`config.mk`:
```
export PLATFORM = sky130hd
export DESIGN_NAME = rr_arb8_enc_ctrl
export DESIGN_NICKNAME = d
export VERILOG_FILES = /design/src/rtl/rr_arb8_enc_ctrl.sv
export SDC_FILE = /design/constraint.sdc
export NUM_CORES = 1
export LEC_CHECK = 0
export CAP_MARGIN = 20
export CORE_MARGIN = 2
export CORE_UTILIZATION = 48
export DETAILED_ROUTE_END_ITERATION = 8
export PLACE_DENSITY = 0.76
export SLEW_MARGIN = 20
export SYNTH_ARGS = -nofsm -noshare
export SYNTH_HDL_FRONTEND = slang
export SYNTH_SLANG_ARGS = --single-unit
```
`constraint.sdc`:
```
create_clock -name clk -period 3.44 [get_ports clk]
set_input_delay 0.688 -clock clk [delete_from_list [all_inputs] [get_ports clk]]
set_output_delay 0.688 -clock clk [all_outputs]
set_load 0.02 [all_outputs]
```
`src/rtl/rr_arb8_enc_ctrl.sv`:
```
// ---------------------------------------------------------------------------
// rr_arb8_enc_ctrl
//   Round-robin arbiter and grant sequencer for 8 requesters sharing one
//   downstream resource. Produces a registered one-hot grant together with
//   its binary index, so the index can drive a mux select directly.
//   The owner keeps the grant while its request stays high. When it drops
//   the request, the grant moves in the same edge to the next pending client,
//   scanning upward from the old owner.
//
//   Optional feature (compile-time macro ARB_TIMEOUT_EN):
//     When defined, an owner that has held the grant for MAX_HOLD
//     consecutive cycles while others wait is preempted. The grant moves to
//     the next pending client and preempt pulses for one cycle.
//     When undefined, no hold counter is built and preempt is tied low.
//
// Parameters
//   PTR_INIT : priority pointer after reset; highest-priority index for the
//              first arbitration
//   MAX_HOLD : max consecutive grant cycles per owner (2..256), only used
//              with ARB_TIMEOUT_EN
//
// Ports
//   clk      in   1  clock, rising edge
//   rst      in   1  synchronous reset, active-high
//   req      in   8  request per client, bit i = client i
//   gnt      out  8  one-hot grant, registered, zero when idle
//   gnt_idx  out  3  binary index of the set gnt bit, 0 when idle
//   gnt_vld  out  1  high when any grant is active
//   preempt  out  1  one-cycle pulse when a grant was revoked by timeout
// ---------------------------------------------------------------------------
module rr_arb8_enc_ctrl #(
  parameter logic [2:0] PTR_INIT = 3'd0,
  parameter int         MAX_HOLD = 16
) (
  input  logic       clk,
  input  logic       rst,
  input  logic [7:0] req,
  output logic [7:0] gnt,
  output logic [2:0] gnt_idx,
  output logic       gnt_vld,
  output logic       preempt
);

  localparam logic [0:0] S_IDLE  = 1'b0;
  localparam logic [0:0] S_GRANT = 1'b1;

  if (MAX_HOLD < 2 || MAX_HOLD > 256) begin : g_bad_max_hold
    $error("rr_arb8_enc_ctrl: MAX_HOLD must be in 2..256");
  end

  logic [0:0] r_state;
  logic [2:0] r_ptr;
  logic [7:0] r_gnt;
  logic [2:0] r_gnt_idx;
  logic       r_gnt_vld;
  logic       r_preempt;

  logic [7:0] w_cand;
  logic [7:0] w_rot;
  logic [2:0] w_off;
  logic [2:0] w_sel;
  logic       w_hit;
  logic       w_owner_req;
  logic       w_tmo;
  logic       w_load;
  logic       w_to_idle;
  logic       w_pre_fire;

  // Candidates always exclude the current owner. In IDLE r_gnt is zero, so
  // this is simply req. In GRANT it gives the "other requesters" set used by
  // both release and timeout rearbitration.
  assign w_cand      = req & ~r_gnt;
  assign w_owner_req = |(req & r_gnt);

  // Rotate so that bit 0 is the client at r_ptr, then take the lowest set
  // bit. r_ptr is loaded with owner+1 on every grant, so in GRANT it already
  // equals the required rescan start point o+1.
  always_comb begin
    // NOTE: every combinational output gets a default before any branch, so
    // no path leaves it unassigned and no latch is inferred.
    w_rot = '0;
    w_off = '0;
    for (int i = 0; i < 8; i++) begin
      w_rot[i] = w_cand[3'(r_ptr + 3'(i))];
    end
    for (int i = 7; i >= 0; i--) begin
      if (w_rot[i]) w_off = 3'(i);
    end
  end

  assign w_hit = |w_cand;
  assign w_sel = r_ptr + w_off;

`ifdef ARB_TIMEOUT_EN
  localparam int         HW        = $clog2(MAX_HOLD);
  localparam logic [HW-1:0] HOLD_LAST = HW'(MAX_HOLD - 1);

  logic [HW-1:0] r_hold_cnt;

  assign w_tmo = (r_hold_cnt == HOLD_LAST);

  // Counts cycles in which the owner kept its request. It wraps to zero at
  // the limit even if nobody else is waiting, so the owner gets a fresh
  // window rather than being preempted later by a late arrival.
  always_ff @(posedge clk) begin
    if (rst) begin
      r_hold_cnt <= '0;
    end else if (w_load) begin
      r_hold_cnt <= '0;
    end else if (r_state == S_GRANT && w_owner_req) begin
      r_hold_cnt <= w_tmo ? '0 : r_hold_cnt + 1'b1;
    end
  end
`else
  assign w_tmo = 1'b0;
`endif

  // Decide what happens at the next edge.
  always_comb begin
    w_load     = 1'b0;
    w_to_idle  = 1'b0;
    w_pre_fire = 1'b0;
    case (r_state)
      S_IDLE: begin
        w_load = w_hit;
      end
      S_GRANT: begin
        if (!w_owner_req) begin
          w_load    = w_hit;
          w_to_idle = !w_hit;
        end else if (w_tmo && w_hit) begin
          w_load     = 1'b1;
          w_pre_fire = 1'b1;
        end
      end
      default: begin
        w_to_idle = 1'b1;
      end
    endcase
  end

  always_ff @(posedge clk) begin
    // NOTE: state registers use non-blocking assignments so every register
    // samples the pre-edge values regardless of statement order.
    if (rst) begin
      r_state   <= S_IDLE;
      r_ptr     <= PTR_INIT;
      r_gnt     <= '0;
      r_gnt_idx <= '0;
      r_gnt_vld <= 1'b0;
      r_preempt <= 1'b0;
    end else begin
      r_preempt <= w_pre_fire;
      if (w_load) begin
        r_state   <= S_GRANT;
        r_gnt     <= 8'(1) << w_sel;
        r_gnt_idx <= w_sel;
        r_gnt_vld <= 1'b1;
        r_ptr     <= w_sel + 3'd1;
      end else if (w_to_idle) begin
        r_state   <= S_IDLE;
        r_gnt     <= '0;
        r_gnt_idx <= '0;
        r_gnt_vld <= 1'b0;
      end
    end
  end

  assign gnt     = r_gnt;
  assign gnt_idx = r_gnt_idx;
  assign gnt_vld = r_gnt_vld;
  assign preempt = r_preempt;

endmodule

```
==> results.md, run 1 <==
* Post-Syn Area at around 0.0014 mm2
* Leak Pwr at between 0.9 and 1 nW
* First-pass detailed-route iteration total at 4
* Largest net degree at the start of global routing at 11
* Initial core utilization at about half
* Worst Path Required at roughly 3600 ps
* Main synth FF type: dfxtp_1
* Clock skew at 3.304 ps
* Combinational Power Share at a little over four fifths
* Area post-placement at 0.001877 mm2
* CTS tree: done
* GR peak layer: met2
* Post-synth EDFFs at 0
* Startpoint Class: input port
* Sw frac at between 40% and 50%
* M2 GR Usage at between 40% and 50%
* Clock latency at the later pin of the worst-skew pair at approximately 290 ps
* Critical-path cell list: buf_6, or2b_1, mux4_2, mux2i_2, buf_4, o21ai_2, a21boi_1, o22ai_2, ha_2, inv_2, fa_2, nand2b_4, inv_1, ha_2, mux2i_1, nor2_1
* Seq/Total Area, Yosys at between 20% and 30%
* Routability cong. at around 0.9
* Detailed Route Iter0 Violations at around 130
* Reg clk slew, reported paths at 90 ps
* Design area at around 0.0021 mm2
* Die Span Y at around 58 um
* Synth Instances at roughly 160
* Power consumption at 2.598 mW
* M3 GR Usage at 3.348%
* Tot GR Track Use at 27.57%
* Critical path peak fanout at 4
* Slew @ Worst Pin at ~1100 ps
* Kind of critical path: input port to flip-flop
* Area leader, netlist: dfxtp_1
* WHS at 467.3 ps
* R2R Path Start: r_ptr[0]
* Synth cell count leaders: dfxtp_1, nand2_1, nand3_1
* Sequential Power Share at between 10% and 20%
* Power density of the placed cells at ~1200 mW/mm2
* Drt wl/cell at ~18 um
* Max VDD drop at 1.044 mV
* Status: finished with violations
* Most common cell on crit path: ha_2
* Number of hold violations in the final report at 0
* Clock Tree Buf Depth at 2
* DRC viols at 0
* # diodes at 0
* Final Worst Setup Slack at -7.845 ps
* Max Transition Viols Final at 0
* Crit-path leading delay family: adder cells
* DP Wirelength at ~3200 um
* Filler cells at about 180
* Critical Path Source: req[6]
* Ranking of synthesized cells by area: dfxtp_1, mux4_2, mux2i_1
* Clock root cell: clkbuf_4
* Post-Syn Nets at about 170
* Row count at 19
* Crit path buf inv count at 4
* Grt ovf at 0
* Final wirelength at approximately 4400 um
* Port Buffer Count at 21
* Core Region at 0.002758 mm2
* Async set-or-reset flop fraction in the synthesized netlist at 0%
* Num CTS Buffers at 3
* Min cycle time layout at approximately 3400 ps
* Seq cells post-synth at 15
* First-pass GRT wire length at roughly 7000 um
* Worst path max stage delay at between 400 and 500 ps
* Final worst-path cycle share at 100.2%
* Max Freq at 290.0 MHz
* Failing checks: setup timing
* Via count at between 1,000 and 1,500
* RSZ-0062 raised after global routing: true
* Core Util, Final at roughly 77%
* Htree depth at 1
* Netlist cell types at 44
* Vias in the first global route at 1,449
* Die area at ~0.0033 mm2
* Crit path capture type: flip-flop
* Hold_buf cts at 0
* Slew HR at 27.28%
* IO Count at 23
* Setup violators final at 2
* Number of clock sinks at 15
* Syn_area_per_cell at around 9 um2
* Initial antenna violation count at 0
* Vias per cell at 6.028
* Power Internal at about 1.4 mW
* Clk pwr share at under 10%
* GR Layer Usage met1 at about two fifths
* Die W at slightly below 60 um
* Nets@finish at around 230
* Critical path arrival at about 3600 ps
* Worst Hold Class: flip-flop to flip-flop
* Synth top area share at 21.66%
* Max-cap violation count at 0
* Area Overhead vs Synth at 52.26%
* Share of cells above drive strength 1 at about 45%
* Yosys warns at 0
* Slowest stage cell, crit path: mux4_2
* Number of routed nets with antenna violations at 0
* HP Start: gnt_idx[0]
* NetSw at 1.174 mW
## logic make-up after synthesis
kind of cell / after synthesis / share of synthesized area (%)
XOR/XNOR: 4 / 2.528
other: 1 / 0.2705
flip-flops: 15 / 21.66
adder cells (fa/ha/maj): 5 / 5.054
AO/OA/AOI/OAI: 26 / 13.00
AND/OR/NAND/NOR: 73 / 29.42
multiplexers: 21 / 22.83
buffers and inverters: 12 / 5.234
## power groups by stage
stage	Clock, mW	Sequential, mW	Combinational [mW]
after global routing	0.114	0.315	2.34
after detailed placement	0	0.292	1.78
after global placement	0	0.289	1.74
after floorplan	0	0.317	1.05
after CTS	0.103	0.301	1.97
final	0.103	0.306	2.19
## worst min-delay path, delay by kind of cell (launching register included)
| family | cells | cell delay, ps |
|---|---|---|
| compound gates | 1 | 60 |
| flops | 1 | 320 |
| simple gates | 1 | 50 |
## stage by stage
stage,setup WS [ps],setup TNS [ps],cells
after global placement,-584.7,-5434,237
final,-7.845,-12.37,246
after CTS,-38.22,-38.22,246
after detailed placement,-710.0,-6921,237
after global routing,-151.1,-705.4,246
after floorplan,4.313,0,157
## metal layers
| layer | wire length [um] | up-vias | part of all wire (%) |
|---|---|---|---|
| met3 | 266 | 5 | 6.0 |
| met1 | 1897 | 720 | 43 |
| met2 | 2240 | 62 | 50 |
| met4 | 43 | 0 | 0.97 |
| met5 | 0 | - | 0 |
| li1 | - | 696 | - |
## cell usage in the layout, fill, tap and decap left out, types with 2 or more instances in the layout
cell type        netlist  routed
nand2b_1              10       8
ha_2                   0       2
xor2_2                 0       2
a31oi_1                2       2
dfxtp_1               15      13
buf_4                  2      36
inv_1                  6       4
nor2_1                 5       5
nor2b_4                0       7
nand2_1               15      15
buf_2                  0       3
clkbuf_4               0       3
a21oi_1                5       4
inv_2                  0       2
nand4_1                2       2
a22o_1                 4       4
o21ai_0                7       6
nor3_2                 0       5
clkdlybuf4s50_1        0      13
nand3_1               14      14
mux4_2                 8       8
or2b_1                 2       2
mux2_4                 1       2
buf_6                  2       7
nand2b_4               0       2
mux2i_1               11      10
## final timing paths
kind	slack (ps)	cells past startpoint	end
setup / recovery	-8	16	r_ptr[2]
hold / removal	470	2	gnt_idx[0]
setup reg to reg	0	15	gnt[0]
hold reg to reg	470	2	gnt_idx[0]
## state kept, by name, indices dropped and copies added (netlist names)
register,cells
gnt_vld,1
gnt_idx,3
gnt,8
r_ptr,3
## area by class of cell
class	instances	area [um2]	share of cell area, %
Inverter	7	31.28	1.482
Sequential cell	15	305.3	14.46
Multi-Input combinational cell	130	1215	57.56
Timing Repair Buffer	59	494.2	23.41
Tap cell	31	38.79	1.838
Clock buffer	4	26.28	1.245
## what timing repair did
| item | 4_1_cts | 5_1_grt |
|---|---|---|
| resized for setup | 64 | 15 |
| buffers inserted | 5 | 0 |
| setup endpoints to repair | 12 | 11 |
| pin swaps | 10 | 12 |
Note: power is estimated with default switching activity, not from simulation.
==> inputs of run 2 (changes only) <==
Settings changed: CORE_UTILIZATION 48 to 50, CTS_BUF_LIST from default to sky130_fd_sc_hd__clkbuf_8, PLACE_DENSITY 0.76 to 0.79.
==> run 2 against run 1 <==
Net effect:
- count of clock-buffer cells in the layout fell by 1
- non-clock buffer count rose by 7
- cell area rose by 4.1%
- sequential power barely moved
- power rose by 6.7%
- die area fell by 3.7%
- fmax fell by 0.50%
- critical path depth fell by 1
- the run still ends with setup timing left
- largest power group unchanged
- first-iteration DRC count fell by 43%
==> results.md, run 2 (synthesis gave the netlist of run 1 again) <==
* Routability cong. at 0.9488 (+3.6%)
* Max Transition Viols Final at 0 (unchanged)
* Setup violators final at 1 (-1)
* Final Worst Setup Slack at -25.35 ps (-17.50 ps)
* Worst Hold Class: flip-flop to flip-flop
* Clock root cell: clkbuf_8
* Reg clk slew, reported paths at 70 ps (-20 ps)
* Critical path arrival at 3600 ps (-20 ps)
* Most frequent cells in the layout: buf_4, nand2_1, nand3_1, dfxtp_1, clkdlybuf4s50_1
* Post-Place Setup Slack at -692.8 ps (+17.25 ps)
* Design area at 0.002198 mm2 (+4.1%)
* DP Wirelength at 3369 um (+4.5%)
* Reg2Reg Capture Point: r_ptr[2]
* Critical-path cell list: buf_8, nor2b_4, mux4_2, mux2_4, or2b_1, o22ai_2, ha_2, inv_2, fa_2, xor2_2, nor3_2, nor2_1, ha_2, mux2i_1, nor2_1
* Slowest stage cell, crit path: mux4_2
* Hold_buf cts at 0 (unchanged)
* First-pass GRT wire length at 7320 um (+3.5%)
* FF-to-FF setup slack at 20 ps (+20 ps)
* Area Overhead vs Synth at 58.57%
* Max-cap violation count at 0 (unchanged)
* Status: finished with violations
* Vias per cell at 6.304 (+4.6%)
* Initial core utilization at 51.61% (+1.3 points)
* Initial antenna violation count at 0 (unchanged)
* Min cycle time layout at 3465 ps (+17.50 ps)
* Slew HR at 27.84% (+0.56 points)
* Via count at 1,595 (+7.6%)
* Final worst-path cycle share at 100.7% (+0.51 points)
* Clock skew at 4.605 ps (+1.300 ps)
* Number of clock sinks at 15 (unchanged)
* R2R cell count at 16 (+1)
* Htree depth at 1 (unchanged)
* Core Region at 0.002686 mm2 (-2.6%)
* Area post-placement at 0.001884 mm2 (+0.40%)
* Detailed Route Iter0 Violations at 76 (-43%)
* Max Freq at 288.6 MHz (-0.50%)
* Leak Pwr at 0.9695 nW (+4.9%)
* Clock latency at the later pin of the worst-skew pair at 250 ps (-40 ps)
* Power density of the placed cells at 1261 mW/mm2 (+2.5%)
* Die area at 0.003210 mm2 (-3.7%)
* Max reg flops at 8 (unchanged)
* First-pass detailed-route iteration total at 4 (unchanged)
* IO Count at 23 (unchanged)
* R2R Path Start: r_ptr[1]
* Die W at 56.66 um (-1.9%)
* Grt ovf at 0 (unchanged)
* HP Start: gnt_idx[2]
* Num CTS Buffers at 3 (unchanged)
* Die Span Y at 56.66 um (-1.9%)
* Failing checks: setup timing
* Number of hold violations in the final report at 0 (unchanged)
* Number of routed nets with antenna violations at 0 (unchanged)
* Tot GR Track Use at 29.97% (+2.4 points)
* Slew @ Worst Pin at 1078 ps (-8.408 ps)
* Vias in the first global route at 1,545 (+6.6%)
* RSZ-0062 raised after global routing: true
* Most common cell after layout, fill and taps aside: buf_4
* Port Buffer Count at 21 (unchanged)
* # diodes at 0 (unchanged)
* Startpoint Class: input port
* Share of cells above drive strength 1 at 47.75% (+3.1 points)
* Worst hold path endpoint: gnt_idx[2]
* Cell depth of the worst hold path at 2 (unchanged)
* Critical path peak fanout at 3 (-1)
* CTS tree: done
* Max VDD drop at 1.205 mV (+15%)
* Final wirelength at 4975 um (+12%)
* Drt wl/cell at 19.66 um (+8.8%)
* Kind of critical path: input port to flip-flop
* Worst path max stage delay at 500 ps (+20 ps)
* DRC viols at 0 (unchanged)
* Worst Path Required at 3570 ps (-50 ps)
* Crit path capture type: flip-flop
* Row count at 19 (unchanged)
* Nets@finish at 238 (+3.0%)
* Clock Tree Buf Depth at 2 (unchanged)
* Largest net degree at the start of global routing at 11 (unchanged)
run 2: changes by cell type in the layout (fill, tap and decap cells not counted), sizes merged:
cell	delta
buf	+7
clkbuf	-1
inv	+1
run 2: power by group:
part | leakage [nW] | switching [mW] | total (mW) | internal [mW]
Sequential | 0.124 | 0.0696 | 0.305 | 0.236
Clock | 0.0269 | 0.0640 | 0.143 | 0.0790
Combinational | 0.819 | 1.10 | 2.32 | 1.22
Total | 0.970 | 1.24 | 2.77 | 1.54
run 2: critical path: cells and delay by family:
kind / cells / cell delay, ps
AOI/OAI and AO/OA: 1 / 120
adders and majority gates: 3 / 860
and+or+nand+nor: 5 / 650
buffers and inverters: 2 / 150
muxes: 3 / 940
xor gates and xnor gates: 1 / 180
run 2: layout make-up:
cell class / instances / area [um2]
Clock inverter: 1 / 3.754
Clock buffer: 3 / 41.29
Fill cell: 142 / 488.0
Sequential cell: 15 / 304.0
Multi-Input combinational cell: 130 / 1220
Timing Repair Buffer: 66 / 559.3
Inverter: 7 / 31.28
Tap cell: 31 / 38.79
run 2: stage by stage:
| step | instances | util (%) | total power, mW | hold slack (ps) | TNS (ps) |
|---|---|---|---|---|---|
| 5_1_grt | 253 | 81.84 | 2.936 | 496.4 | -676.9 |
| 3_3_place_gp | 238 | 70.14 | 2.039 | 444.9 | -5349 |
| 4_1_cts | 248 | 76.76 | 2.512 | 476.0 | -270.1 |
| 3_5_place_dp | 238 | 70.14 | 2.101 | 461.2 | -6575 |
| 6_report | 253 | 81.84 | 2.773 | 468.2 | -25.35 |
| 2_1_floorplan | 157 | - | 1.372 | 532.9 | 0 |
run 2: repair_timing:
item	CTS	global route
resized for setup	59	28
endpoints found under the setup margin	12	11
buffers inserted	6	5
pin swaps	11	12
run 2: worst max-delay path by stage:
stage,startpoint,to,slack (ps),cells after the start
after floorplan,r_ptr[0],r_ptr[2],4,17
after global placement,req[2],r_ptr[2],-570,15
after detailed placement,req[2],r_ptr[2],-690,15
after CTS,req[6],r_ptr[2],-160,14
after global routing,req[2],r_ptr[2],-150,15
final,req[2],r_ptr[2],-30,15
run 2: per-layer routing:
layer  vias up  global-route usage (%)  wire (um)
met5         -                       0          0
met4         0                   11.56        181
met3        22                   4.608        362
met2        93                   52.99       2557
met1       768                   36.16       1874
li1        712                       -          -
==> inputs of run 3 (changes only) <==
Settings changed: CORE_UTILIZATION 50 to 40, PLACE_DENSITY 0.79 to 0.65, SLEW_MARGIN 20 to default.
==> run 3 against run 2 <==
Net effect:
- the flow still finishes with violations (setup timing)
- cell area up 5.2%
- clock skew is 1.2 ps higher
- clock power barely moved
- die area is 23% higher
- first-iteration DRC count rose by 39%
- power rose by 4.8%
- critical path depth stayed put
- worst setup slack got worse by 130 ps
- critical path type unchanged
- critical endpoint unchanged
==> results.md, run 3 (synthesis gave the netlist of run 1 again) <==
* IO Count at 23 (unchanged)
* Critical path peak fanout at 4 (+1)
* Inst Count DP at 257 (+8.0%)
* Die Span Y at 62.87 um (+11%)
* Status: finished with violations
* CTS tree: done
* Power density of the placed cells at 1256 mW/mm2 (-0.39%)
* Final wirelength at 5075 um (+2.0%)
* Setup violators final at 1 (unchanged)
* Drt wl/cell at 18.66 um (-5.1%)
* Layout Cells excl Fill at 272 (+7.5%)
* Max-cap violation count at 0 (unchanged)
* Max VDD drop at 1.064 mV (-12%)
* Max reg flops at 8 (unchanged)
* Startpoint Class: input port
* Initial antenna violation count at 0 (unchanged)
* Filler cells at 265 (+87%)
* DP Wirelength at 3528 um (+4.7%)
* Most common cell after layout, fill and taps aside: buf_4
* DRC viols at 0 (unchanged)
* Die W at 62.87 um (+11%)
* Clock Tree Buf Depth at 2 (unchanged)
* Port Buffer Count at 21 (unchanged)
* Detailed Route Iter0 Violations at 106 (+39%)
* Htree depth at 1 (unchanged)
* Setup TNS at -151.7 ps (-126.4 ps)
* Hold_buf cts at 0 (unchanged)
* Failing checks: setup timing
* Most frequent cells in the layout: buf_4, nand2_1, nand3_1, dfxtp_1, clkdlybuf4s50_1
* Grt ovf at 0 (unchanged)
* Critical path arrival at 3720 ps (+120 ps)
* Largest net degree at the start of global routing at 11 (unchanged)
* Vias in the first global route at 1,595 (+3.2%)
* HP Start: gnt_idx[0]
* Clock root cell: clkbuf_8
* Core Region at 0.003337 mm2 (+24%)
* FF-to-FF setup slack at -80 ps (-100 ps)
* Number of clock sinks at 15 (unchanged)
* Clock skew at 5.824 ps (+1.219 ps)
* Slew HR at 20.48% (-7.4 points)
* Via count at 1,567 (-1.8%)
* Max Transition Viols Final at 0 (unchanged)
* Row count at 21 (+2)
* Register area at 305.3 um2 (+0.41%)
* Slew @ Worst Pin at 1188 ps (+110.0 ps)
* First-pass GRT wire length at 8004 um (+9.3%)
* Die area at 0.003953 mm2 (+23%)
* Number of routed nets with antenna violations at 0 (unchanged)
* Worst Hold Class: flip-flop to flip-flop
* R2R Path Start: r_ptr[0]
* Worst hold path endpoint: gnt_idx[0]
* Footprint of the multi-input gates at 0.001267 mm2 (+3.9%)
* # diodes at 0 (unchanged)
* Cell depth of the worst hold path at 2 (unchanged)
* Crit path capture type: flip-flop
* RSZ-0062 raised after global routing: true
* Reg clk slew, reported paths at 60 ps (about the same)
* Share of cells above drive strength 1 at 51.33% (+3.6 points)
* Vias per cell at 5.761 (-8.6%)
* Final worst-path cycle share at 104.4% (+3.7 points)
* R2R cell count at 15 (-1)
* Reg2Reg Capture Point: r_ptr[2]
* Number of hold violations in the final report at 0 (unchanged)
* Worst Path Required at 3560 ps (about the same)
* Initial core utilization at 41.54% (-10 points)
* Routability cong. at 0.9345 (-1.5%)
* Leak Pwr at 1.007 nW (+3.9%)
* Num CTS Buffers at 3 (unchanged)
* Core Util, Final at 69.33% (-13 points)
* First-pass detailed-route iteration total at 4 (unchanged)
* Tot GR Track Use at 25.89% (-4.1 points)
* Max Freq at 278.4 MHz (-3.5%)
* Clock latency at the later pin of the worst-skew pair at 250 ps (about the same)
* Min cycle time layout at 3592 ps (+126.4 ps)
* Nets@finish at 242 (+1.7%)
* Area Overhead vs Synth at 66.88%
* Final Worst Setup Slack at -151.7 ps (-126.4 ps)
* Power consumption at 2.907 mW (+4.8%)
* Kind of critical path: input port to flip-flop
## run 3: metrics by stage
step / hold WS (ps) / instance area [um2] / setup WS, ps
2_1_floorplan: 532.9 / 1421 / 4.313
3_3_place_gp: 449.6 / 1933 / -677.4
3_5_place_dp: 451.8 / 1933 / -747.4
4_1_cts: 460.0 / 2145 / -126.2
5_1_grt: 499.4 / 2313 / -250.1
6_report: 461.9 / 2313 / -151.7
## run 3: worst max-delay path, stage by stage
cell and delay [ps]:
buf_6 70, or2b_1 230, mux4_2 530, mux2_4 300, buf_4 140, or2b_1 160
o22ai_2 90, ha_2 190, inv_2 50, fa_2 470, nand2b_4 180, inv_1 60
ha_2 270, mux2i_2 190, nor2_1 80
## run 3: repair_timing
item,4_1_cts,5_1_grt
setup buffers,6,6
gates resized for setup,65,37
setup endpoints to repair,12,11
endpoints found under the hold margin,0,0
pin swaps,14,11
## run 3: cell type report
cell class                 instances  share of cell area (%)
clock inverter                     1                  0.1622
timing repair buffer              70                   26.23
multi-input combinational        130                   54.79
inverter                           7                   1.352
clock buffer                       3                   1.785
sequential                        15                   13.20
tap                               46                   2.488
## run 3: worst max path at each step
stage	cells past startpoint	endpoint	from	slack (ps)
3_3_place_gp	14	gnt[6]	req[6]	-680
5_1_grt	16	r_ptr[2]	req[2]	-250
4_1_cts	14	r_ptr[2]	req[6]	-130
2_1_floorplan	17	r_ptr[2]	r_ptr[0]	4
3_5_place_dp	14	gnt[6]	req[6]	-750
6_report	15	r_ptr[2]	req[6]	-150
## run 3: metal layers
metal	global-route usage (%)	up-vias	routed length [um]
met1	32.92	763	2104
li1	-	727	-
met2	46.28	65	2622
met5	0	-	0
met4	7.500	0	109
met3	2.342	12	238
## run 3: power breakdown
group          internal, mW  total (mW)  switching (mW)
combinational          1.28        2.46            1.19
clock                0.0791       0.142          0.0633
sequential            0.237       0.300          0.0630
total                  1.59        2.91            1.31
